### config.mk
export PLATFORM = sky130hd
export DESIGN_NAME = ppi_control_unit
export DESIGN_NICKNAME = d
export VERILOG_FILES = /design/src/rtl/ppi_pkg.sv /design/src/rtl/ppi_strobe_handshake.sv /design/src/rtl/ppi_control_unit.sv
export SDC_FILE = /design/constraint.sdc
export NUM_CORES = 1
export LEC_CHECK = 0
export ABC_AREA = 1
export ABC_CLOCK_PERIOD_IN_PS = 2100
export CORE_MARGIN = 2
export CORE_UTILIZATION = 40
export DETAILED_ROUTE_END_ITERATION = 12
export PLACE_DENSITY = 0.67
export SYNTH_ARGS = -nofsm -noshare
export SYNTH_HDL_FRONTEND = slang
export SYNTH_SLANG_ARGS = --single-unit
### constraint.sdc
create_clock -name Clock -period 2.1 [get_ports Clock]
set_clock_uncertainty 0.15 [all_clocks]
set_input_delay 0.315 -clock Clock [delete_from_list [all_inputs] [get_ports Clock]]
set_output_delay 0.315 -clock Clock [all_outputs]
set_load 0.01 [all_outputs]
### src/rtl/ppi_pkg.sv
// Shared constants for the 8255A-style PPI control unit: bus addresses,
// control-word layout, reset control word and Mode 1 Port C bit roles.
package ppi_pkg;

  localparam logic [1:0] ADDR_A    = 2'b00;
  localparam logic [1:0] ADDR_B    = 2'b01;
  localparam logic [1:0] ADDR_C    = 2'b10;
  localparam logic [1:0] ADDR_CTRL = 2'b11;

  localparam int CW_MODE_SET = 7;
  localparam int CW_A_IN     = 4;
  localparam int CW_CU_IN    = 3;
  localparam int CW_B_IN     = 1;
  localparam int CW_CL_IN    = 0;

  localparam logic [1:0] GA_MODE_0 = 2'b00;
  localparam logic [1:0] GA_MODE_1 = 2'b01;

  localparam logic [7:0] CTRL_RESET = 8'h9B;

  localparam int PC_INTR = 3;
  localparam int PC_STB  = 4;
  localparam int PC_INTE = 4;
  localparam int PC_IBF  = 5;

  // Group A mode lives in D6:5; 1x decodes as Mode 0.
  function automatic logic is_mode1(input logic [7:0] cw);
    return cw[6:5] == GA_MODE_1;
  endfunction

endpackage

### src/rtl/ppi_strobe_handshake.sv
// Port A Mode 1 strobed-input handshake: strobe edge detection, input
// latch and the IBF / INTR / INTE flags. Instantiated only under PPI_MODE1_EN.
module ppi_strobe_handshake
  import ppi_pkg::*;
(
  input  logic       clk,
  input  logic       rst_n,
  input  logic       mode1_i,
  input  logic       clear_i,
  input  logic       stb_pin_i,
  input  logic [7:0] port_a_pin_i,
  input  logic       inte_we_i,
  input  logic       inte_wdata_i,
  input  logic       rd_start_i,
  input  logic       rd_end_i,
  output logic       ibf_o,
  output logic       intr_o,
  output logic       inte_o,
  output logic [7:0] latch_o
);

  logic       stb_s1_q, stb_s2_q;
  logic       ibf_q, ibf_d;
  logic       intr_q, intr_d;
  logic       inte_q, inte_d;
  logic [7:0] latch_q, latch_d;
  logic       stb_fall, stb_rise;

  assign stb_fall = stb_s2_q & ~stb_s1_q;
  assign stb_rise = ~stb_s2_q & stb_s1_q;

  always_comb begin
    // NOTE: every output of this block gets a default first, so no path leaves it unassigned and no latch is inferred.
    ibf_d   = ibf_q;
    intr_d  = intr_q;
    inte_d  = inte_q;
    latch_d = latch_q;
    if (clear_i) begin
      ibf_d  = 1'b0;
      intr_d = 1'b0;
      inte_d = 1'b0;
    end else if (mode1_i) begin
      if (inte_we_i) inte_d = inte_wdata_i;
      // Set events are applied after clears so they win on a tie.
      if (rd_end_i) ibf_d = 1'b0;
      if (stb_fall) begin
        ibf_d   = 1'b1;
        latch_d = port_a_pin_i;
      end
      if (rd_start_i) intr_d = 1'b0;
      if (stb_rise && inte_q && ibf_q) intr_d = 1'b1;
    end
  end

  always_ff @(posedge clk or negedge rst_n) begin
    if (!rst_n) begin
      stb_s1_q <= 1'b1;
      stb_s2_q <= 1'b1;
      ibf_q    <= 1'b0;
      intr_q   <= 1'b0;
      inte_q   <= 1'b0;
      latch_q  <= '0;
    end else begin
      // NOTE: non-blocking assignments so every flop samples pre-edge values, independent of statement order.
      stb_s1_q <= stb_pin_i;
      stb_s2_q <= stb_s1_q;
      ibf_q    <= ibf_d;
      intr_q   <= intr_d;
      inte_q   <= inte_d;
      latch_q  <= latch_d;
    end
  end

  assign ibf_o   = ibf_q;
  assign intr_o  = intr_q;
  assign inte_o  = inte_q;
  assign latch_o = latch_q;

endmodule

### src/rtl/ppi_control_unit.sv
// PPI 8255A bus interface and control logic: host cycle decode, control word,
// port latches, Port C BSR and direction enables. Mode 1 needs PPI_MODE1_EN.
module ppi_control_unit
  import ppi_pkg::*;
(
  input  logic       Clock,
  input  logic       ResetN,
  input  logic       ChipSelectN,
  input  logic       ReadN,
  input  logic       WriteN,
  input  logic [1:0] Address,
  input  logic [7:0] DataIn,
  output logic [7:0] DataOut,
  output logic       DataOutEnable,
  input  logic [7:0] PortAIn,
  input  logic [7:0] PortBIn,
  input  logic [7:0] PortCIn,
  output logic [7:0] PortAOut,
  output logic [7:0] PortBOut,
  output logic [7:0] PortCOut,
  output logic       PortADir,
  output logic       PortBDir,
  output logic       PortCUpperDir,
  output logic       PortCLowerDir
);

  logic [7:0] ctrl_q, ctrl_d;
  logic [7:0] a_q, a_d, b_q, b_d, c_q, c_d;
  logic [7:0] wr_data_q, wr_data_d;
  logic [1:0] wr_addr_q, wr_addr_d;
  logic       wr_pend_q, wr_pend_d;
  logic [7:0] dout_q, dout_d;
  logic [1:0] rd_addr_q, rd_addr_d;
  logic       rd_act_q, rd_act_d;
  logic       rd_n_prev_q;

  logic       commit, mode_set, bsr, bsr_val, bsr_reserved;
  logic [2:0] bsr_bit;
  logic       rd_start, rd_end;
  logic [7:0] rd_data, c_view;
  logic       mode1, ibf, intr, inte;
  logic [7:0] a_strobed;

  // A write commits on the first cycle WriteN is back high.
  assign commit   = WriteN & wr_pend_q;
  assign mode_set = commit && (wr_addr_q == ADDR_CTRL) && wr_data_q[CW_MODE_SET];
  assign bsr      = commit && (wr_addr_q == ADDR_CTRL) && !wr_data_q[CW_MODE_SET];
  assign bsr_bit  = wr_data_q[3:1];
  assign bsr_val  = wr_data_q[0];
  assign bsr_reserved = mode1 && (bsr_bit == 3'(PC_INTR) || bsr_bit == 3'(PC_INTE) ||
                                  bsr_bit == 3'(PC_IBF));

  // A read attempted while WriteN is low loses to the write.
  assign rd_start = ~ReadN & ~ChipSelectN & rd_n_prev_q & WriteN;
  assign rd_end   = rd_act_q & ReadN;

  assign PortADir      = ~ctrl_q[CW_A_IN];
  assign PortBDir      = ~ctrl_q[CW_B_IN];
  assign PortCUpperDir = ~ctrl_q[CW_CU_IN];
  assign PortCLowerDir = ~ctrl_q[CW_CL_IN];

`ifdef PPI_MODE1_EN
  assign mode1 = is_mode1(ctrl_q);

  ppi_strobe_handshake u_handshake (
    .clk          (Clock),
    .rst_n        (ResetN),
    .mode1_i      (mode1),
    .clear_i      (mode_set),
    .stb_pin_i    (PortCIn[PC_STB]),
    .port_a_pin_i (PortAIn),
    .inte_we_i    (bsr && (bsr_bit == 3'(PC_INTE))),
    .inte_wdata_i (bsr_val),
    .rd_start_i   (rd_start && (Address == ADDR_A)),
    .rd_end_i     (rd_end && (rd_addr_q == ADDR_A)),
    .ibf_o        (ibf),
    .intr_o       (intr),
    .inte_o       (inte),
    .latch_o      (a_strobed)
  );
`else
  assign mode1     = 1'b0;
  assign ibf       = 1'b0;
  assign intr      = 1'b0;
  assign inte      = 1'b0;
  assign a_strobed = '0;
`endif

  always_comb begin
    wr_pend_d = wr_pend_q;
    wr_addr_d = wr_addr_q;
    wr_data_d = wr_data_q;
    if (!WriteN && !ChipSelectN) begin
      wr_pend_d = 1'b1;
      wr_addr_d = Address;
      wr_data_d = DataIn;
    end else if (WriteN) begin
      wr_pend_d = 1'b0;
    end
  end

  always_comb begin
    ctrl_d = ctrl_q;
    a_d    = a_q;
    b_d    = b_q;
    c_d    = c_q;
    if (commit) begin
      case (wr_addr_q)
        ADDR_A: a_d = wr_data_q;
        ADDR_B: b_d = wr_data_q;
        ADDR_C: c_d = wr_data_q;
        default: begin
          if (mode_set) begin
            ctrl_d = wr_data_q;
            a_d    = '0;
            b_d    = '0;
            c_d    = '0;
          end else if (!bsr_reserved) begin
            c_d[bsr_bit] = bsr_val;
          end
        end
      endcase
    end
  end

  // Each Port C nibble follows its own direction; Mode 1 overlays status bits.
  always_comb begin
    c_view[7:4] = PortCUpperDir ? c_q[7:4] : PortCIn[7:4];
    c_view[3:0] = PortCLowerDir ? c_q[3:0] : PortCIn[3:0];
    if (mode1) begin
      c_view[PC_IBF]  = ibf;
      c_view[PC_INTE] = inte;
      c_view[PC_INTR] = intr;
    end
    case (Address)
      ADDR_A:  rd_data = mode1 ? a_strobed : (PortADir ? a_q : PortAIn);
      ADDR_B:  rd_data = PortBDir ? b_q : PortBIn;
      ADDR_C:  rd_data = c_view;
      default: rd_data = ctrl_q;
    endcase
  end

  always_comb begin
    dout_d    = dout_q;
    rd_addr_d = rd_addr_q;
    rd_act_d  = rd_act_q;
    if (rd_start) begin
      dout_d    = rd_data;
      rd_addr_d = Address;
      rd_act_d  = 1'b1;
    end else if (rd_end) begin
      rd_act_d  = 1'b0;
    end
  end

  // Read-edge history resets low so a read held across reset stays aborted.
  always_ff @(posedge Clock or negedge ResetN) begin
    if (!ResetN) begin
      ctrl_q      <= CTRL_RESET;
      a_q         <= '0;
      b_q         <= '0;
      c_q         <= '0;
      wr_pend_q   <= 1'b0;
      wr_addr_q   <= '0;
      wr_data_q   <= '0;
      dout_q      <= '0;
      rd_addr_q   <= '0;
      rd_act_q    <= 1'b0;
      rd_n_prev_q <= 1'b0;
    end else begin
      ctrl_q      <= ctrl_d;
      a_q         <= a_d;
      b_q         <= b_d;
      c_q         <= c_d;
      wr_pend_q   <= wr_pend_d;
      wr_addr_q   <= wr_addr_d;
      wr_data_q   <= wr_data_d;
      dout_q      <= dout_d;
      rd_addr_q   <= rd_addr_d;
      rd_act_q    <= rd_act_d;
      rd_n_prev_q <= ReadN;
    end
  end

  assign PortAOut      = a_q;
  assign PortBOut      = b_q;
  assign PortCOut      = c_q;
  assign DataOut       = dout_q;
  assign DataOutEnable = rd_act_q;

endmodule

# Word level (Yosys, flattened, before mapping)
# Cells that the tools add are included.
dict set report totals {
  ff_bits 53
  in_bits 39
  out_inout_bits 37
  word_cells 69
}
dict set report op_classes {
  order_cmp 2
  n_eq_ne 5
  mux 17
  n_bitwise 15
  n_reduce_logical 20
}
# operator n
set op_table {}
lappend op_table {{8-bit one-hot mux with 2 select lines} 3}
lappend op_table {{8-bit 2-to-1 mux} 4}
lappend op_table {{8-bit one-hot mux with 3 select lines} 1}
lappend op_table {{1-bit inverter} 10}
lappend op_table {{3-bit AND reduction} 3}
lappend op_table {{8-bit bitwise mux} 1}
lappend op_table {{4-bit 2-to-1 mux} 2}
lappend op_table {{2-bit nonzero test} 4}
lappend op_table {{2-bit == test (second input constant)} 3}
lappend op_table {{2-bit OR reduction} 3}
lappend op_table {{1-bit AND} 5}
lappend op_table {{1-bit 2-to-1 mux} 5}
lappend op_table {{2-bit by 1-bit == test with 1-bit output (second input constant)} 2}
lappend op_table {{1-bit logical AND} 4}
lappend op_table {{2-bit logical NOT} 2}
lappend op_table {{3-bit by 4-bit < comparator with 1-bit output (second input constant)} 1}
lappend op_table {{1-bit demux with 3-bit select} 1}
lappend op_table {{3-bit by 1-bit greater-or-equal comparator with 1-bit output (second input constant)} 1}
lappend op_table {{3-bit OR reduction} 1}
lappend op_table {{1-bit logical NOT} 2}
lappend op_table {{2-bit AND reduction} 1}

# Depth between registers and ports, before layout
# Gate-level depths: netlist of the first run.
dict set report logic_depth {
  ltp_word 7
  depth_mapped 10
  ltp_nobuf 9
}

# Worst setup path before layout of the first run
# No wires, ideal clock.
dict set report synth_path {
  path_kind {flip-flop to flip-flop}
  start {reg wr_addr_q[0]}
  end {reg c_q[1], in the netlist PortCOut[1]}
  setup_ns 0.116
  arrival_ns 1.308
  required_time_ns 1.834
  path_slack_ns 0.526
  path_stages_with_launch 11
  n_path_buf 2
  period_less_slack_ns 1.574
  cell_sequence {dfrtp_1 inv_1 ha_1 buf_2 inv_1 buf_4 nand3_1 nand2_1 clkinv_1 nand2_1 nand2_1}
}
dict set report synth_via {
  elab_chain_cells 5
  elab_cells_between_ends 11
  classes_between {eq/ne (3); mux (2); bitwise (1); reduce/logical (5)}
}
# item line
set synth_rtl {}
lappend synth_rtl {{start: declaration} ppi_control_unit.sv:30} ;# logic [1:0] wr_addr_q, wr_addr_d;
lappend synth_rtl {{start signal: assignment} ppi_control_unit.sv:176} ;# wr_addr_q <= wr_addr_d;
lappend synth_rtl {{2-bit == test} -}
lappend synth_rtl {{1-bit logical AND} -}
lappend synth_rtl {{1-bit logical AND} ppi_control_unit.sv:46} ;# assign mode_set = commit && (wr_addr_q == ADDR_CTRL) && wr_data_q[CW_MODE_SET];
lappend synth_rtl {{8-bit 2-to-1 mux} ppi_control_unit.sv:113} ;# if (mode_set) begin
lappend synth_rtl {{8-bit one-hot mux with 2 select lines} ppi_control_unit.sv:108} ;# case (wr_addr_q)
lappend synth_rtl {{end signal: assignment} ppi_control_unit.sv:162} ;# c_q <= '0;
lappend synth_rtl {{end signal: assignment} ppi_control_unit.sv:174} ;# c_q <= c_d;
lappend synth_rtl {{end: declaration} ppi_control_unit.sv:28} ;# logic [7:0] a_q, a_d, b_q, b_d, c_q, c_d;
# Several ways; a longest one is shown, not always the timed one.
# A chain may end at the register's enable or synchronous reset.

# Worst setup path in the final report of the first run
dict set report layout_path {
  start {reg ctrl_q[4]}
  end {out PortADir}
}
dict set report layout_via {
  elab_chain_cells 1
}
# item line
set layout_rtl {}
lappend layout_rtl {{start: declaration} ppi_control_unit.sv:27} ;# logic [7:0] ctrl_q, ctrl_d;
lappend layout_rtl {{start signal: assignment} ppi_control_unit.sv:171} ;# ctrl_q <= ctrl_d;
lappend layout_rtl {{1-bit inverter} ppi_control_unit.sv:57} ;# assign PortADir = ~ctrl_q[CW_A_IN];
lappend layout_rtl {{end: declaration} ppi_control_unit.sv:21} ;# output logic PortADir,
# Every way passes these cells.

==> results of run 1 <==
[cell type report]
class | instances | area, um^2 | share of cell area (%)
Clock buffer | 6 | 72.57 | 1.809
Clock inverter | 2 | 15.01 | 0.3743
Inverter | 77 | 291.5 | 7.268
Multi-Input combinational cell | 282 | 1333 | 33.22
Sequential cell | 53 | 1333 | 33.22
Tap cell | 99 | 123.9 | 3.088
Timing Repair Buffer | 86 | 843.3 | 21.02
[through the flow]
step / util [%] / setup WS [ps] / hold WS (ps) / total power, W / cells
after global placement: 53.67 / 202.9 / 180.3 / 0.002995 / 596
after CTS: 55.01 / 72.29 / 338.5 / 0.003592 / 605
after floorplan: - / 525.9 / -130.6 / 0.002196 / 428
after detailed placement: 53.67 / 165.5 / 182.1 / 0.003015 / 596
after global routing: 55.01 / 0.0004441 / 349.8 / 0.003810 / 605
final: 55.01 / 85.63 / 334.6 / 0.003574 / 605
[cell usage in the layout (no fill, tap or decap), drive strengths merged, types with 2 or more instances in the layout]
cell type	Yosys	final
a21oi	6	6
buf	9	11
clkbuf	7	6
clkdlybuf4s50	0	74
clkinv	7	7
clkinvlp	0	2
dfrtp	48	48
dfstp	5	5
ha	5	5
inv	70	70
nand2	146	146
nand3	50	50
nand4	8	8
nor2	15	15
o21ai	42	42
o22ai	8	8
[sequential cells by signal (all words and copies together) (netlist names), 2 cells and up]
register,flops
DataOut,8
PortAOut,8
PortBOut,8
PortCOut,8
ctrl_q,8
wr_data_q,8
wr_addr_q,2
[power by group through the flow]
stage                     Combinational, W  Sequential, W  Clock (W)
after floorplan                   0.000620        0.00158          0
after global placement             0.00147        0.00152          0
after detailed placement           0.00149        0.00153          0
after CTS                          0.00150        0.00151   0.000586
after global routing               0.00164        0.00154   0.000625
final                              0.00149        0.00151   0.000576
[metal layers]
layer,GRT usage (%),up-vias,share of wire [%]
met5,0,-,0
met4,6.439,0,1.3
met3,4.149,11,6.1
met2,34.26,97,47
met1,29.16,1389,46
li1,-,1494,-
[cells by family after synthesis]
group	count (synthesis)	share of synthesized area (%)
adder cells (fa/ha/maj)	5	2.062
flip-flops	53	43.92
AO/OA/AOI/OAI	57	9.815
buffers and inverters	93	12.17
AND/OR/NAND/NOR	220	32.04
[worst max-delay path, delay by kind of cell (launching register included)]
| kind | cells | cell delay, ps |
|---|---|---|
| DFF | 1 | 630 |
| buffers and inverters | 2 | 610 |
[worst max-delay path by stage]
stage / from / to / slack, ps / cells after the start
floorplan: wr_addr_q[0]$_DFFE_PN0P_ / PortCOut[1]$_DFFE_PN0P_ / 530 / 10
global placement: WriteN / PortCOut[1]$_DFFE_PN0P_ / 200 / 8
detailed placement: Address[1] / DataOut[0]$_DFFE_PN0P_ / 170 / 6
CTS: ctrl_q[4]$_DFFE_PN1P_ / PortADir / 70 / 2
global route: ctrl_q[4]$_DFFE_PN1P_ / PortADir / 0.0004 / 2
finish: ctrl_q[4]$_DFFE_PN1P_ / PortADir / 90 / 2
==> metrics.md, run 1 <==
| Metric | Value |
|---|---|
| Status | `finished clean` |
| Count leader, synth | `nand2_1` |
| Setup slack, reg-to-reg | `220 ps` |
| Net load switching power | `0.001303 W` |
| Reg-to-reg critical path endpoint | `PortBOut[2]$_DFFE_PN0P_` |
| CTS buffer count | `5` |
| First-pass GRT wire length | `14,170 um` |
| Vias | `2,991` |
| Post-CTS sizing | `0` |
| Grt total ovfl | `0` |
| Clk buf depth | `2` |
| Average routed wire per standard cell | `13.85 um` |
| Core Region | `~7300 um^2` |
| Max-cap viol count | `0` |
| Cell Chain, Critical Path | `clkinv_1 -> clkdlybuf4s50_1` |
| Ports | `76` |
| Power share of the combinational group | `41.8%` |
| Primary FF master, synth | `dfrtp_1` |
| Pin count of the biggest net entering global routing | `54` |
| Vias in the first global route | `2,933` |
| Hold Path Origin | `ctrl_q[7]$_DFFE_PN1P_` |
| Final-report max-slew violation count | `0` |
| Worst Hold Class | `register to register` |
| Reg power frac | `42.1%` |
| CP Data Arrival Time | `1550 ps` |
| Flop and latch count out of synthesis | `53` |
| R2R Path Start | `wr_addr_q[0]$_DFFE_PN0P_` |
| Routed WL | `~8400 um` |
| DIE HEIGHT | `a little over 90 um` |
| Final instance area | `4011 um^2` |
| Setup CP Type | `register to primary output` |
| Mapped Cells | `428` |
| Post-CTS Hold Buffers | `1` |
| Clock sink count | `53` |
| Skew-Pair Late Insertion Delay | `310 ps` |
| Post-DP HPWL | `~6500 um` |
| Top cell type's share of synthesized area | `roughly 40%` |
| Hold Fails Final Rpt | `0` |
| Initial antenna violation count | `0` |
| Worst slew margin | `69.61%` |
| Post-synth EDFFs | `0` |
| Post-synthesis net count | `472` |
| Slowest CP cell | `dfstp_2` |
| DIE AREA | `8298 um^2` |
| Period utilisation layout | `95.92%` |
| Layout cell share with drive strength beyond 1 | `between 6 and 7%` |
| Power per cell area | `891.1 nW/um^2` |
| Total negative slack | `0 ps` |
| Clock transition at path regs | `100 ps` |
| CP startpoint kind | `register` |
| Power Internal | `0.002271 W` |
| Via/cell ratio | `4.944` |
| Area grow syn2layout | `32.21%` |
| Synthesized area | `3034 um^2` |
| CP Data Required Time | `1630 ps` |
| DRC viols | `0` |
| Gp weighted congestion | `roughly 0.93` |
| Site row count | `31` |
| H-Tree Depth | `2` |
| Endpoint, Worst Hold | `ctrl_q[7]$_DFFE_PN1P_` |
| Final net count | `549` |
| Clock power share | `16.1%` |
| Inserted Diodes | `0` |
| Yosys warns | `0` |
| CTS tree | `built` |
| Endpoint class of the critical path | `primary output` |
| Final min period | `between 2000 and 2500 ps` |
| Ys async rst share | `100.0%` |
| Post-CTS Setup Inserts | `0` |
| Synth top area cells | `dfrtp_1 (40%), nand2_1 (18%), inv_1 (8.5%)` |
| Syn Area/Cell | `7.089 um^2` |
| Maximum vdd drop | `0.0004907 V` |
| DR iter-0 viols | `301` |
| Dominant cell type by area after synthesis | `dfrtp_1` |
| Slew at the pin with the worst max-slew slack | `455.9 ps` |
| R2r worst-path depth | `5` |
| Root Buffer | `clkbuf_8` |
| Cell variety after synth | `26` |
| Critical Path Max Stage Delay | `630 ps` |
| PortBufs | `75` |
| Initial Utilization | `41.61%` |
| Number of cells on the worst hold path | `2` |
| GRT Util Overall | `a little over a fifth` |
| Placement Cell Area | `slightly below 4000 um^2` |
| Fmax | `around 500 MHz` |
| Top cells by count, synth | `nand2_1 (143), inv_1 (69), dfrtp_1 (48), nand3_1 (48), o21ai_0 (34)` |
| Static leakage | `2.041 nW` |
| Sequential fraction of the synthesis area | `43.92%` |
| Post-DRT Antenna Nets | `0` |
| Sw Share | `36.47%` |
| DIE WIDTH | `a little over 90 um` |
| RSZ-0062 raised after global routing | `no` |
| Pre-antenna DRT Iters | `4` |
| Fillers | `747` |
| Critical path peak fanout | `10` |
| Final setup vio count | `0` |
(Power assumes the default switching activity.)
==> run 2, diff against run 1 <==
ABC_CLOCK_PERIOD_IN_PS = 2600   (was 2100)
CTS_CLUSTER_DIAMETER = 120   (was unset)
clock period = 2.6 ns   (was 2.1 ns; I/O delays follow)
==> run 2 against run 1 <==
  * Sequential power shrank 19%
  * Critical path type unchanged
  * Via count shrank 1.5%
  * Clock power grew 2%
  * Non-clock buffer count shrank 8
  * Routed wire length shrank 0.27%
  * Highest routed layer unchanged
  * Worst setup slack gained 160 ps
  * Critical path depth is the same
  * Register-to-register slack gained 370 ps
  * Total power shrank 16%
  * First-iteration DRC count shrank 25%
==> metrics.md, run 2 (synthesis gave the netlist of run 1 again) <==
| Metric | Value |
|---|---|
| Cells after DPL | `588` |
| Hold Fails Final Rpt | `0` |
| Via/cell ratio | `4.935` |
| Pre-antenna DRT Iters | `4` |
| Status | `finished clean` |
| Max-cap viol count | `0` |
| GRT Util Overall | `21.07%` |
| Layout cell share with drive strength beyond 1 | `5.221%` |
| CP Data Required Time | `2060 ps` |
| Critical Path Max Stage Delay | `650 ps` |
| Fin Hold WS | `334.8 ps` |
| CTS buffer count | `5` |
| Routed WL | `8354 um` |
| Clock transition at path regs | `90 ps` |
| DIE AREA | `8298 um^2` |
| Final net count | `roughly 540` |
| H-Tree Depth | `2` |
| Hold Path Origin | `ctrl_q[7]$_DFFE_PN1P_` |
| Vias | `2,946` |
| Area grow syn2layout | `31.30%` |
| Power per cell area | `749.2 nW/um^2` |
| Fmax | `424.1 MHz` |
| Family with the most delay on the worst path | `buffers and inverters` |
| First-pass GRT wire length | `13,990 um` |
| Setup CP Type | `register to primary output` |
| Clk buf depth | `2` |
| Static leakage | `2.022 nW` |
| Setup slack, reg-to-reg | `approximately 600 ps` |
| Grt total ovfl | `0` |
| DIE HEIGHT | `between 90 and 100 um` |
| Slew at the pin with the worst max-slew slack | `594.0 ps` |
| Skew-Pair Late Insertion Delay | `310 ps` |
| Site row count | `31` |
| Critical path peak fanout | `10` |
| Cell Chain, Critical Path | `clkinv_1 -> clkdlybuf4s50_1` |
| Gp weighted congestion | `0.9170` |
| Slowest CP cell | `dfstp_2` |
| Root Buffer | `clkbuf_8` |
| Endpoint, Worst Hold | `ctrl_q[7]$_DFFE_PN1P_` |
| Average routed wire per standard cell | `13.99 um` |
| DIE WIDTH | `91.10 um` |
| Vias in the first global route | `2,813` |
| Most frequent cells in the layout | `nand2_1 (143), clkdlybuf4s50_1 (74), inv_1 (69)` |
| Most common cell after layout, fill and taps aside | `nand2_1` |
| Post-DRT Antenna Nets | `0` |
| CTS tree | `built` |
| Reg-to-reg critical path endpoint | `PortBOut[0]$_DFFE_PN0P_` |
| Post-DP HPWL | `6483 um` |
| Initial Utilization | `41.61%` |
| Clock sink count | `53` |
| Inserted Diodes | `0` |
| Final-report max-slew violation count | `0` |
| RSZ-0062 raised after global routing | `no` |
| Worst slew margin | `60.40%` |
| CP Data Arrival Time | `1820 ps` |
| Pin count of the biggest net entering global routing | `31` |
| Endpoint class of the critical path | `primary output` |
| Core Region | `between 7000 and 8000 um^2` |
| Final min period | `2358 ps` |
| Period utilisation layout | `90.69%` |
| PortBufs | `75` |
| Post-CTS sizing | `0` |
| Ports | `76` |
| Final setup vio count | `0` |
| Post-CTS Setup Inserts | `0` |
| Worst Hold Class | `register to register` |
| Total negative slack | `0 ps` |
| Number of cells on the worst hold path | `2` |
| DR iter-0 viols | `approximately 230` |
| CP startpoint kind | `register` |
| DRC viols | `0` |
| Initial antenna violation count | `0` |
| R2r worst-path depth | `5` |
| Finished Layout Cells | `597` |
| R2R Path Start | `wr_addr_q[0]$_DFFE_PN0P_` |
| Crit path buffers/inverters | `2` |
| Maximum vdd drop | `0.0002893 V` |
-- run 2: cell types whose count changed in the layout (fill, tap and decap cells not counted), sizes merged --
cell | before | now
bufinv | 0 | 1
clkinvlp | 2 | 1
buf | 11 | 3
-- run 2: worst max-delay path by stage --
| stage | slack, ps | start | cells after the start | endpoint |
|---|---|---|---|---|
| floorplan | 1030 | wr_addr_q[0]$_DFFE_PN0P_ | 10 | PortCOut[1]$_DFFE_PN0P_ |
| global placement | 590 | ctrl_q[1]$_DFFE_PN1P_ | 2 | PortBDir |
| detailed placement | 560 | WriteN | 6 | PortBOut[7]$_DFFE_PN0P_ |
| CTS | 240 | ctrl_q[1]$_DFFE_PN1P_ | 2 | PortBDir |
| global route | 150 | ctrl_q[1]$_DFFE_PN1P_ | 2 | PortBDir |
| finish | 240 | ctrl_q[1]$_DFFE_PN1P_ | 2 | PortBDir |
-- run 2: final cells by class --
class,count,area [um^2]
flip-flops and latches,53,1333
repair buffers,78,783.3
fillers,756,3308
multi-input cells,282,1333
clock buffers,6,82.58
clock inverters,2,37.54
well taps,99,123.9
inverters,77,291.5
-- run 2: metrics by stage --
| step | total power, W | utilization [%] | cell area, um^2 | setup WS, ps |
|---|---|---|---|---|
| 6_report | 0.002985 | 54.63 | 3984 | 242.2 |
| 3_5_place_dp | 0.002417 | 52.85 | 3854 | 560.5 |
| 3_3_place_gp | 0.002401 | 52.85 | 3854 | 588.0 |
| 2_1_floorplan | 0.001774 | - | 3034 | 1026 |
| 4_1_cts | 0.003005 | 54.63 | 3984 | 237.2 |
| 5_1_grt | 0.003190 | 54.63 | 3984 | 146.5 |
-- run 2: what timing repair did --
item                                   4_1_cts  5_1_grt
setup endpoints to repair                    0        0
endpoints found under the hold margin       18        0
hold buffers                                 1        0
-- run 2: report_power, final --
group / total, W / switching, W / internal (W)
registers: 0.00123 / 0.000181 / 0.00105
clock network: 0.000586 / 0.000273 / 0.000313
logic: 0.00117 / 0.000589 / 0.000580
-- run 2: metal layers --
layer	GRT usage [%]	routed length, um	up-vias
li1	-	-	1473
met1	29.51	3843	1349
met2	32.96	3782	104
met3	3.817	519	20
met4	7.071	209	0
met5	0	0	-
-- run 2: tightest hold or removal path: cells and delay by family (launching register included) --
family,cells,cell delay (ps)
flip-flops,1,370
buffers and inverters,1,70
AND/OR/NAND/NOR,1,50
==> run 3, diff against run 2 <==
CORE_UTILIZATION = 30   (was 40)
PLACE_DENSITY = unset   (was 0.67)
==> run 3 against run 2 <==
  * Clock-buffer cell count unchanged
  * Non-clock buffer count is the same
  * Die area up 32%
  * Flip-flop and latch count unchanged
  * Core utilization decreased by 14 points
  * Total power grew 0.52%
  * Combinational power hardly changed
  * Global-route usage fell by 4.2 points
  * Routed wire length rose by 7.4%
  * Final cell count rose by 5.7%
  * Via count is 2.0% higher
  * Cell area rose by 0.85%
  * Critical path type unchanged
==> metrics.md, run 3 (synthesis gave the netlist of run 1 again) <==
| Metric | Value |
|---|---|
| Status | `finished clean` |
| Gp weighted congestion | `0.9431` |
| Total negative slack | `0 ps` |
| Maximum vdd drop | `about 0.00028 V` |
| Max-cap viol count | `0` |
| Clk buf depth | `2` |
| Via/cell ratio | `4.761` |
| Crit path buffers/inverters | `2` |
| Critical Path Max Stage Delay | `630 ps` |
| GRT Util Overall | `16.86%` |
| CTS buffer count | `5` |
| Initial antenna violation count | `0` |
| Worst Hold Class | `register to register` |
| PortBufs | `75` |
| Multi-input gate area | `1333 um^2` |
| H-Tree Depth | `2` |
| Area grow syn2layout | `32.41%` |
| Hold Path Origin | `ctrl_q[7]$_DFFE_PN1P_` |
| Reg-to-reg critical path endpoint | `PortBOut[3]$_DFFE_PN0P_` |
| Final-report max-slew violation count | `0` |
| Hold Fails Final Rpt | `0` |
| CTS tree | `built` |
| Average routed wire per standard cell | `between 10 and 15 um` |
| CP startpoint kind | `register` |
| Post-DRT Antenna Nets | `0` |
| DIE WIDTH | `104.6 um` |
| Cells after DPL | `622` |
| Final setup vio count | `0` |
| Core Region | `roughly 9800 um^2` |
| Routed WL | `8970 um` |
| Vias in the first global route | `2,979` |
| Root Buffer | `clkbuf_8` |
| Period utilisation layout | `approximately nine tenths` |
| Initial Utilization | `31.04%` |
| Power per cell area | `746.8 nW/um^2` |
| Stages on the worst setup path | `2` |
| First-pass GRT wire length | `14,920 um` |
| R2r worst-path depth | `6` |
| DRC viols | `0` |
| Post-CTS Setup Inserts | `0` |
| Slowest CP cell | `dfstp_2` |
| Crit path from | `ctrl_q[1]$_DFFE_PN1P_` |
| Static leakage | `2.020 nW` |
| Finished Layout Cells | `631` |
| Pin count of the biggest net entering global routing | `54` |
| Post-DP HPWL | `between 6000 and 7000 um` |
| Post-CTS Hold Buffers | `1` |
| Skew-Pair Late Insertion Delay | `310 ps` |
| DIE HEIGHT | `104.6 um` |
| Pre-antenna DRT Iters | `4` |
| Site row count | `36` |
| CP Data Required Time | `2060 ps` |
| Clock sink count | `53` |
| Ports | `76` |
| Most frequent cells in the layout | `nand2_1 (143), clkdlybuf4s50_1 (74), inv_1 (69)` |
| Slew at the pin with the worst max-slew slack | `464.6 ps` |
| Register area | `1333 um^2` |
| Final min period | `2340 ps` |
| Clock transition at path regs | `100 ps` |
| Setup slack, reg-to-reg | `590 ps` |
| Critical path peak fanout | `10` |
| Most common cell after layout, fill and taps aside | `nand2_1` |
| Vias | `3,004` |
| DIE AREA | `10,930 um^2` |
| Layout cell share with drive strength beyond 1 | `5.020%` |
| Endpoint class of the critical path | `primary output` |
| Cell Chain, Critical Path | `clkinv_1 -> clkdlybuf4s50_1` |
| CP Data Arrival Time | `1800 ps` |
| Fmax | `about 430 MHz` |
| Setup CP Type | `register to primary output` |
| Inserted Diodes | `0` |
| Family with the most delay on the worst path | `buffers and inverters` |
| Fillers | `slightly above 1,000` |
| DR iter-0 viols | `170` |
| Post-CTS sizing | `0` |
| RSZ-0062 raised after global routing | `no` |
| Critical path destination | `PortBDir` |
| Worst slew margin | `68.91%` |
| Final net count | `541` |
| R2R Path Start | `wr_addr_q[0]$_DFFE_PN0P_` |
| Grt total ovfl | `0` |
## run 3: layer usage
layer  routed length, um  vias up  track usage (%)
li1                    -     1473                -
met1                4114     1422            23.03
met2                4196       95            27.64
met3                 515       14            2.870
met4                 144        0            4.440
met5                   0        -                0
## run 3: report_power, final
part	internal (W)	switching, W	total [W]
combinational	0.000580	0.000599	0.00118
sequential	0.00105	0.000192	0.00124
clock	0.000290	0.000291	0.000581
## run 3: how the worst min path moves through the flow
stage,end,depth (start not counted)
floorplan,DataOutEnable$_DFFE_PN0P_,0
global placement,PortAOut[5]$_DFFE_PN0P_,2
detailed placement,DataOutEnable$_DFFE_PN0P_,2
CTS,ctrl_q[7]$_DFFE_PN1P_,2
global route,DataOut[3]$_DFFE_PN0P_,2
finish,ctrl_q[7]$_DFFE_PN1P_,2
## run 3: tightest hold or removal path, stage by stage (launching register included)
cell	delay, ps
dfstp_2	370
inv_1	60
nand2_1	50
## run 3: cell type report
| type | count | area share, % |
|---|---|---|
| Clock buffer | 6 | 1.806 |
| Clock inverter | 2 | 0.9654 |
| Inverter | 77 | 7.256 |
| Multi-Input combinational cell | 282 | 33.17 |
| Sequential cell | 53 | 33.17 |
| Tap cell | 133 | 4.142 |
| Timing Repair Buffer | 78 | 19.50 |
## run 3: metrics by stage
stage / hold WS [ps] / utilization, % / cell area, um^2 / power [W] / setup slack [ps]
detailed placement: 259.9 / 39.86 / 3896 / 0.002435 / 554.5
floorplan: -55.59 / - / 3034 / 0.001774 / 1026
finish: 327.5 / 41.10 / 4018 / 0.003000 / 260.0
global route: 359.4 / 41.10 / 4018 / 0.003185 / 202.7
global placement: 260.3 / 39.86 / 3896 / 0.002428 / 589.5
CTS: 334.5 / 41.10 / 4018 / 0.003016 / 269.4
==> RTL change 1, RTL diff (config.mk and constraints of run 1) <==
Register the inputs `ChipSelectN`, `ReadN`, `WriteN`, `DataIn` and `PortBIn` before use, without a reset. The logic sees them one clock later. The other inputs are not delayed to match. Comments in the files are not updated.
--- a/src/rtl/ppi_control_unit.sv
+++ b/src/rtl/ppi_control_unit.sv
@@ -24,6 +24,20 @@
   output logic       PortCLowerDir
 );
 
+  logic ChipSelectN_q;
+  logic ReadN_q;
+  logic WriteN_q;
+  logic [7:0] DataIn_q;
+  logic [7:0] PortBIn_q;
+
+  always_ff @(posedge Clock) begin
+    ChipSelectN_q <= ChipSelectN;
+    ReadN_q       <= ReadN;
+    WriteN_q      <= WriteN;
+    DataIn_q      <= DataIn;
+    PortBIn_q     <= PortBIn;
+  end
+
   logic [7:0] ctrl_q, ctrl_d;
   logic [7:0] a_q, a_d, b_q, b_d, c_q, c_d;
   logic [7:0] wr_data_q, wr_data_d;
@@ -42,7 +56,7 @@
   logic [7:0] a_strobed;
 
   // A write commits on the first cycle WriteN is back high.
-  assign commit   = WriteN & wr_pend_q;
+  assign commit   = WriteN_q & wr_pend_q;
   assign mode_set = commit && (wr_addr_q == ADDR_CTRL) && wr_data_q[CW_MODE_SET];
   assign bsr      = commit && (wr_addr_q == ADDR_CTRL) && !wr_data_q[CW_MODE_SET];
   assign bsr_bit  = wr_data_q[3:1];
@@ -51,8 +65,8 @@
                                   bsr_bit == 3'(PC_IBF));
 
   // A read attempted while WriteN is low loses to the write.
-  assign rd_start = ~ReadN & ~ChipSelectN & rd_n_prev_q & WriteN;
-  assign rd_end   = rd_act_q & ReadN;
+  assign rd_start = ~ReadN_q & ~ChipSelectN_q & rd_n_prev_q & WriteN_q;
+  assign rd_end   = rd_act_q & ReadN_q;
 
   assign PortADir      = ~ctrl_q[CW_A_IN];
   assign PortBDir      = ~ctrl_q[CW_B_IN];
@@ -90,11 +104,11 @@
     wr_pend_d = wr_pend_q;
     wr_addr_d = wr_addr_q;
     wr_data_d = wr_data_q;
-    if (!WriteN && !ChipSelectN) begin
+    if (!WriteN_q && !ChipSelectN_q) begin
       wr_pend_d = 1'b1;
       wr_addr_d = Address;
-      wr_data_d = DataIn;
-    end else if (WriteN) begin
+      wr_data_d = DataIn_q;
+    end else if (WriteN_q) begin
       wr_pend_d = 1'b0;
     end
   end
@@ -134,7 +148,7 @@
     end
     case (Address)
       ADDR_A:  rd_data = mode1 ? a_strobed : (PortADir ? a_q : PortAIn);
-      ADDR_B:  rd_data = PortBDir ? b_q : PortBIn;
+      ADDR_B:  rd_data = PortBDir ? b_q : PortBIn_q;
       ADDR_C:  rd_data = c_view;
       default: rd_data = ctrl_q;
     endcase
@@ -178,7 +192,7 @@
       dout_q      <= dout_d;
       rd_addr_q   <= rd_addr_d;
       rd_act_q    <= rd_act_d;
-      rd_n_prev_q <= ReadN;
+      rd_n_prev_q <= ReadN_q;
     end
   end
 
Behaviour: not the same (a bounded check fails within 4 cycles, from zero or initial values and one cycle with ResetN low).
==> RTL change 1 against run 1 <==
  * Final area up 11%
  * Sequential cell count up 19
  * Synthesized cell count up 2.8%
  * Critical path type unchanged
  * Largest cell class unchanged
  * Routed wire length up 6.4%
  * Power up 16%
  * Global-route usage down 1.2 points
  * Worst hold slack worse by 0.12 ns
  * Largest power group unchanged
  * Setup slack worse by 0.00091 ns
  * Clock power up 91%
  * Critical path depth unchanged
  * Synthesized area up 13%
==> RTL change 1: results (changes against run 1) <==
async_reset_ff_frac: 0.736  # -0.264
grtUsageTotal: 0.201  # -0.0124
grt_use_met2: 0.275  # -0.0677
peakVddDrop_uv: 429  # -13%
rr_startpoint: "wr_addr_q[0]"
post-cts-setup-buffers: 1  # +1
p_leak_nw: 2.28  # +12%
met3_length_um: 635  # +24%
route.met2.wl_um: 3740  # -4.3%
synth_common_cells: "150 x nand2_1, 69 x inv_1, 48 x dfrtp_1"
synth_nets: 484  # +2.5%
grt_util_met1: 0.294  # +0.00216
nFillCells: 796  # +6.6%
hold_buffers: 1  # unchanged
grt_pass1_vias: 2708  # -7.7%
grt_pass1_wl_um: 13800  # -2.9%
yosys-top-cells-area: "dfrtp_1 35%, nand2_1 16%, dfxtp_1 11%"
timing.rr.end: "PortCOut[7]"
status: "completed"
nets: 561  # +2.2%
timing.hold.ws_ns: 0.212  # -0.123 ns
synth_cell_types: 29  # +12%
path_max_fanout: 6  # -4
yosysSeqAreaShare: 0.500  # +0.0605
min_from: "ReadN_q"
hold_class: "register to register"
n_antenna_cell: 0  # unchanged
rrSetupSlack_ns: 0.32  # +0.10 ns
worstHoldPathCells: 0  # -2
cts_root_buffer: "clkbuf_8"
ctsResizeCount: 0  # unchanged
clkLatencyLatePin_ns: 0.36  # +0.05 ns
antenna_found_initial: 0  # unchanged
wl_met1_um: 4260  # +11%
reg2reg_depth: 7  # +2
gp_congestion: 0.937  # +0.76%
met3_usage: 0.0372  # -0.00426
drt-initial-drc-count: 286  # -5.0%
dr.pass1.iters: 5  # +1
vias: 3084  # +3.1%
worstMarginPinSlew_ns: 0.472  # +0.0163 ns
holdPathEnd: "rd_n_prev_q"
dp_slack_ns: 0.136  # -0.0298 ns
cts_made_buffers: 9  # +4
drive_above_1_share: 0.0920  # +0.0267
switchingPower_w: 0.00135  # +3.9%
cp.arrival_ns: 1.55  # about the same
hpwl_um: 6440  # -0.59%
io_buffer_count: 75  # unchanged
htreeDepth: 3  # +1
cts.clk_slew.worst_paths_ns: 0.07  # -0.03 ns
totalWireLength_um: 8920  # +6.4%
==> RTL change 1: power by group through the flow <==
| stage | clock [W] | sequential [W] | combinational [W] |
|---|---|---|---|
| after floorplan | 0 | 0.00186 | 0.000537 |
| after global placement | 0 | 0.00183 | 0.00122 |
| after detailed placement | 0 | 0.00183 | 0.00122 |
| after CTS | 0.00112 | 0.00180 | 0.00123 |
| after global routing | 0.00119 | 0.00183 | 0.00136 |
| final | 0.00110 | 0.00181 | 0.00123 |
==> RTL change 1: worst max-delay path: stages (launching register included) <==
cell and delay (ns):
dfstp_2 0.58, inv_1 0.12, clkdlybuf4s50_1 0.50
==> RTL change 1: cell families after synthesis <==
kind of cell,Yosys count,synth area share
fa+ha+maj,5,0.0182
buf+inv,90,0.110
compound gates,56,0.0953
simple gates,217,0.277
flops,72,0.500
==> RTL change 1: per-stage QoR <==
stage	std cells	cell area, um2
finish	627	4470
global route	627	4470
CTS	627	4470
detailed placement	609	4260
global placement	609	4260
floorplan	440	3430
==> RTL change 1: worst max-delay path by stage <==
stage	start	to	slack (ns)	cells past startpoint
after floorplan	wr_addr_q[0]	PortBOut[0]	0.53	7
after global placement	Address[1]	DataOut[7]	0.16	6
after detailed placement	Address[1]	DataOut[4]	0.14	6
after CTS	ctrl_q[3]	PortCUpperDir	0.07	2
after global routing	ctrl_q[0]	PortCLowerDir	0.01	2
final	ctrl_q[0]	PortCLowerDir	0.08	2
==> RTL change 1: layout make-up <==
type                       count  area (um2)  area share
sequential                    72        1710       0.383
multi-input combinational    278        1340       0.300
timing repair buffer          82         813       0.182
inverter                      74         278      0.0621
tap                          105         131      0.0294
clock buffer                  10         128      0.0286
clock inverter                 6        67.6      0.0151
==> RTL change 2, RTL diff (settings of run 1) <==
Without the edit above. Add a define of `PPI_MODE1_EN`.
--- a/src/rtl/ppi_control_unit.sv
+++ b/src/rtl/ppi_control_unit.sv
@@ -1,5 +1,7 @@
 // PPI 8255A bus interface and control logic: host cycle decode, control word,
 // port latches, Port C BSR and direction enables. Mode 1 needs PPI_MODE1_EN.
+`define PPI_MODE1_EN
+
 module ppi_control_unit
   import ppi_pkg::*;
 (
Formal check against the unedited RTL: not equivalent (a bounded check fails within 4 cycles, from zero or initial values and one cycle with ResetN low).
==> RTL change 2 against run 1 <==
  * Routed wire length increased by 32%
  * Critical path type unchanged
  * Sequential cell count rose by 15
  * Setup slack worse by 0.00068 ns
  * Final area is 21% higher
  * Cell count up 17%
  * Power up 41%
  * First-iteration DRC count is 4.3% lower
  * Synthesized area up 21%
==> RTL change 2: results (changes against run 1) <==
drive_above_1_share: 0.102  # +0.0366
path_max_fanout: 5  # -5
cts_root_buffer: "clkbuf_8"
peakVddDrop_uv: 743  # +51%
p_leak_nw: 2.38  # +17%
grt_max_degree: 69  # +28%
hold_class: "register to register"
wire_per_inst_um: 15.7  # +13%
yosysSeqAreaShare: 0.467  # +0.0282
yosys-top-cells-area: "dfrtp_1 42%, nand2_1 18%, o21ai_0 7.2%"
route.met2.wl_um: 5040  # +29%
gp_congestion: 0.907  # -2.4%
max_slew_margin: 0.704  # +0.00759
grt_pass1_vias: 3503  # +19%
placedInstanceArea_um2: 4600  # +18%
cts.clk_slew.worst_paths_ns: 0.08  # -0.02 ns
synth_nets: 549  # +16%
p_int_w: 0.00323  # +42%
vias_per_cell: 5.17  # +4.5%
hpwl_um: 8130  # +26%
status: "completed"
cap_violations: 0  # unchanged
synth_common_cells: "172 x nand2_1, 61 x dfrtp_1, 53 x o21ai_0"
io_buffer_count: 75  # unchanged
synth_cell_types: 24  # -7.7%
met3_length_um: 888  # +73%
htreeDepth: 3  # +1
nets: 637  # +16%
grtUsageTotal: 0.236  # +0.0229
grt_pass1_wl_um: 18300  # +29%
clkLatencyLatePin_ns: 0.35  # +0.04 ns
dr.pass1.iters: 5  # +1
cts_made_buffers: 9  # +4
drt-initial-drc-count: 288  # -4.3%
wl_met1_um: 5020  # +31%
RTL change 2: cell types whose count changed after synthesis, moves of 7 or more:
cell,before,now
o21ai_2,0,8
inv_1,69,51
nand2_1,143,172
o21ai_0,34,53
nor2_1,13,41
a21oi_1,6,13
dfrtp_1,48,61
RTL change 2: kinds of logic (layout without fill, tap and decap cells):
kind of cell | count (synthesis) | in the layout | synth area share
flops | 68 | 68 | 0.467
fa+ha+maj | 4 | 4 | 0.0137
simple gates | 274 | 274 | 0.307
buf+inv | 72 | 165 | 0.0790
compound gates | 88 | 88 | 0.133
RTL change 2: path summary, 6_finish.rpt:
path / slack (ns) / end / depth (start not counted) / startpoint
min: 0.22 / u_handshake.stb_s2_q / 0 / u_handshake.stb_s1_q
max: 0.08 / PortADir / 2 / ctrl_q[4]
max in group asynchronous: 1.10 / ctrl_q[1] / 3 / ResetN
max reg2reg: 0.26 / PortBOut[0] / 5 / wr_addr_q[0]
min in group asynchronous: 0.35 / u_handshake.latch_o[0] / 3 / ResetN
min reg2reg: 0.22 / u_handshake.stb_s2_q / 0 / u_handshake.stb_s1_q
RTL change 2: metrics by stage:
step	setup WS [ns]	utilization	std cells	hold slack, ns	power (W)
3_5_place_dp	-0.0689	0.523	687	0.213	0.00379
4_1_cts	0.0204	0.551	706	0.223	0.00504
2_1_floorplan	0.443	-	506	-0.131	0.00288
3_3_place_gp	-0.113	0.523	687	0.210	0.00377
5_1_grt	0.0224	0.553	707	0.228	0.00537
6_report	0.0850	0.553	707	0.220	0.00505
RTL change 2: layer usage:
metal,GRT usage,vias to the layer above
li1,-,1798
met1,0.339,1690
met2,0.358,154
met3,0.0492,12
met4,0.0748,0
met5,0,-
RTL change 2: timing repair:
| action | in CTS | in global routing |
|---|---|---|
| gates resized for setup | 1 | 1 |
| setup buffers | 2 | 1 |
| hold buffers | 1 | 0 |
| hold endpoints to repair | 61 | 0 |
| setup endpoints to repair | 2 | 2 |
RTL change 2: power by group through the flow:
stage	sequential [W]	clock, W	combinational, W
2_1_floorplan	0.00203	0	0.000851
3_3_place_gp	0.00204	0	0.00173
3_5_place_dp	0.00204	0	0.00175
4_1_cts	0.00201	0.00124	0.00180
5_1_grt	0.00206	0.00130	0.00202
6_report	0.00201	0.00123	0.00181
RTL change 2: final cells by class:
class,count,area [um2]
clock buffers,9,124
clock inverters,7,100
fillers,831,3940
inverters,53,203
multi-input cells,366,1660
flip-flops and latches,68,1710
well taps,108,135
repair buffers,96,933
RTL change 2: critical path: stages, from the launching register on:
cell and delay (ns):
dfstp_2 0.60, clkinvlp_4 0.12, clkdlybuf4s50_1 0.48
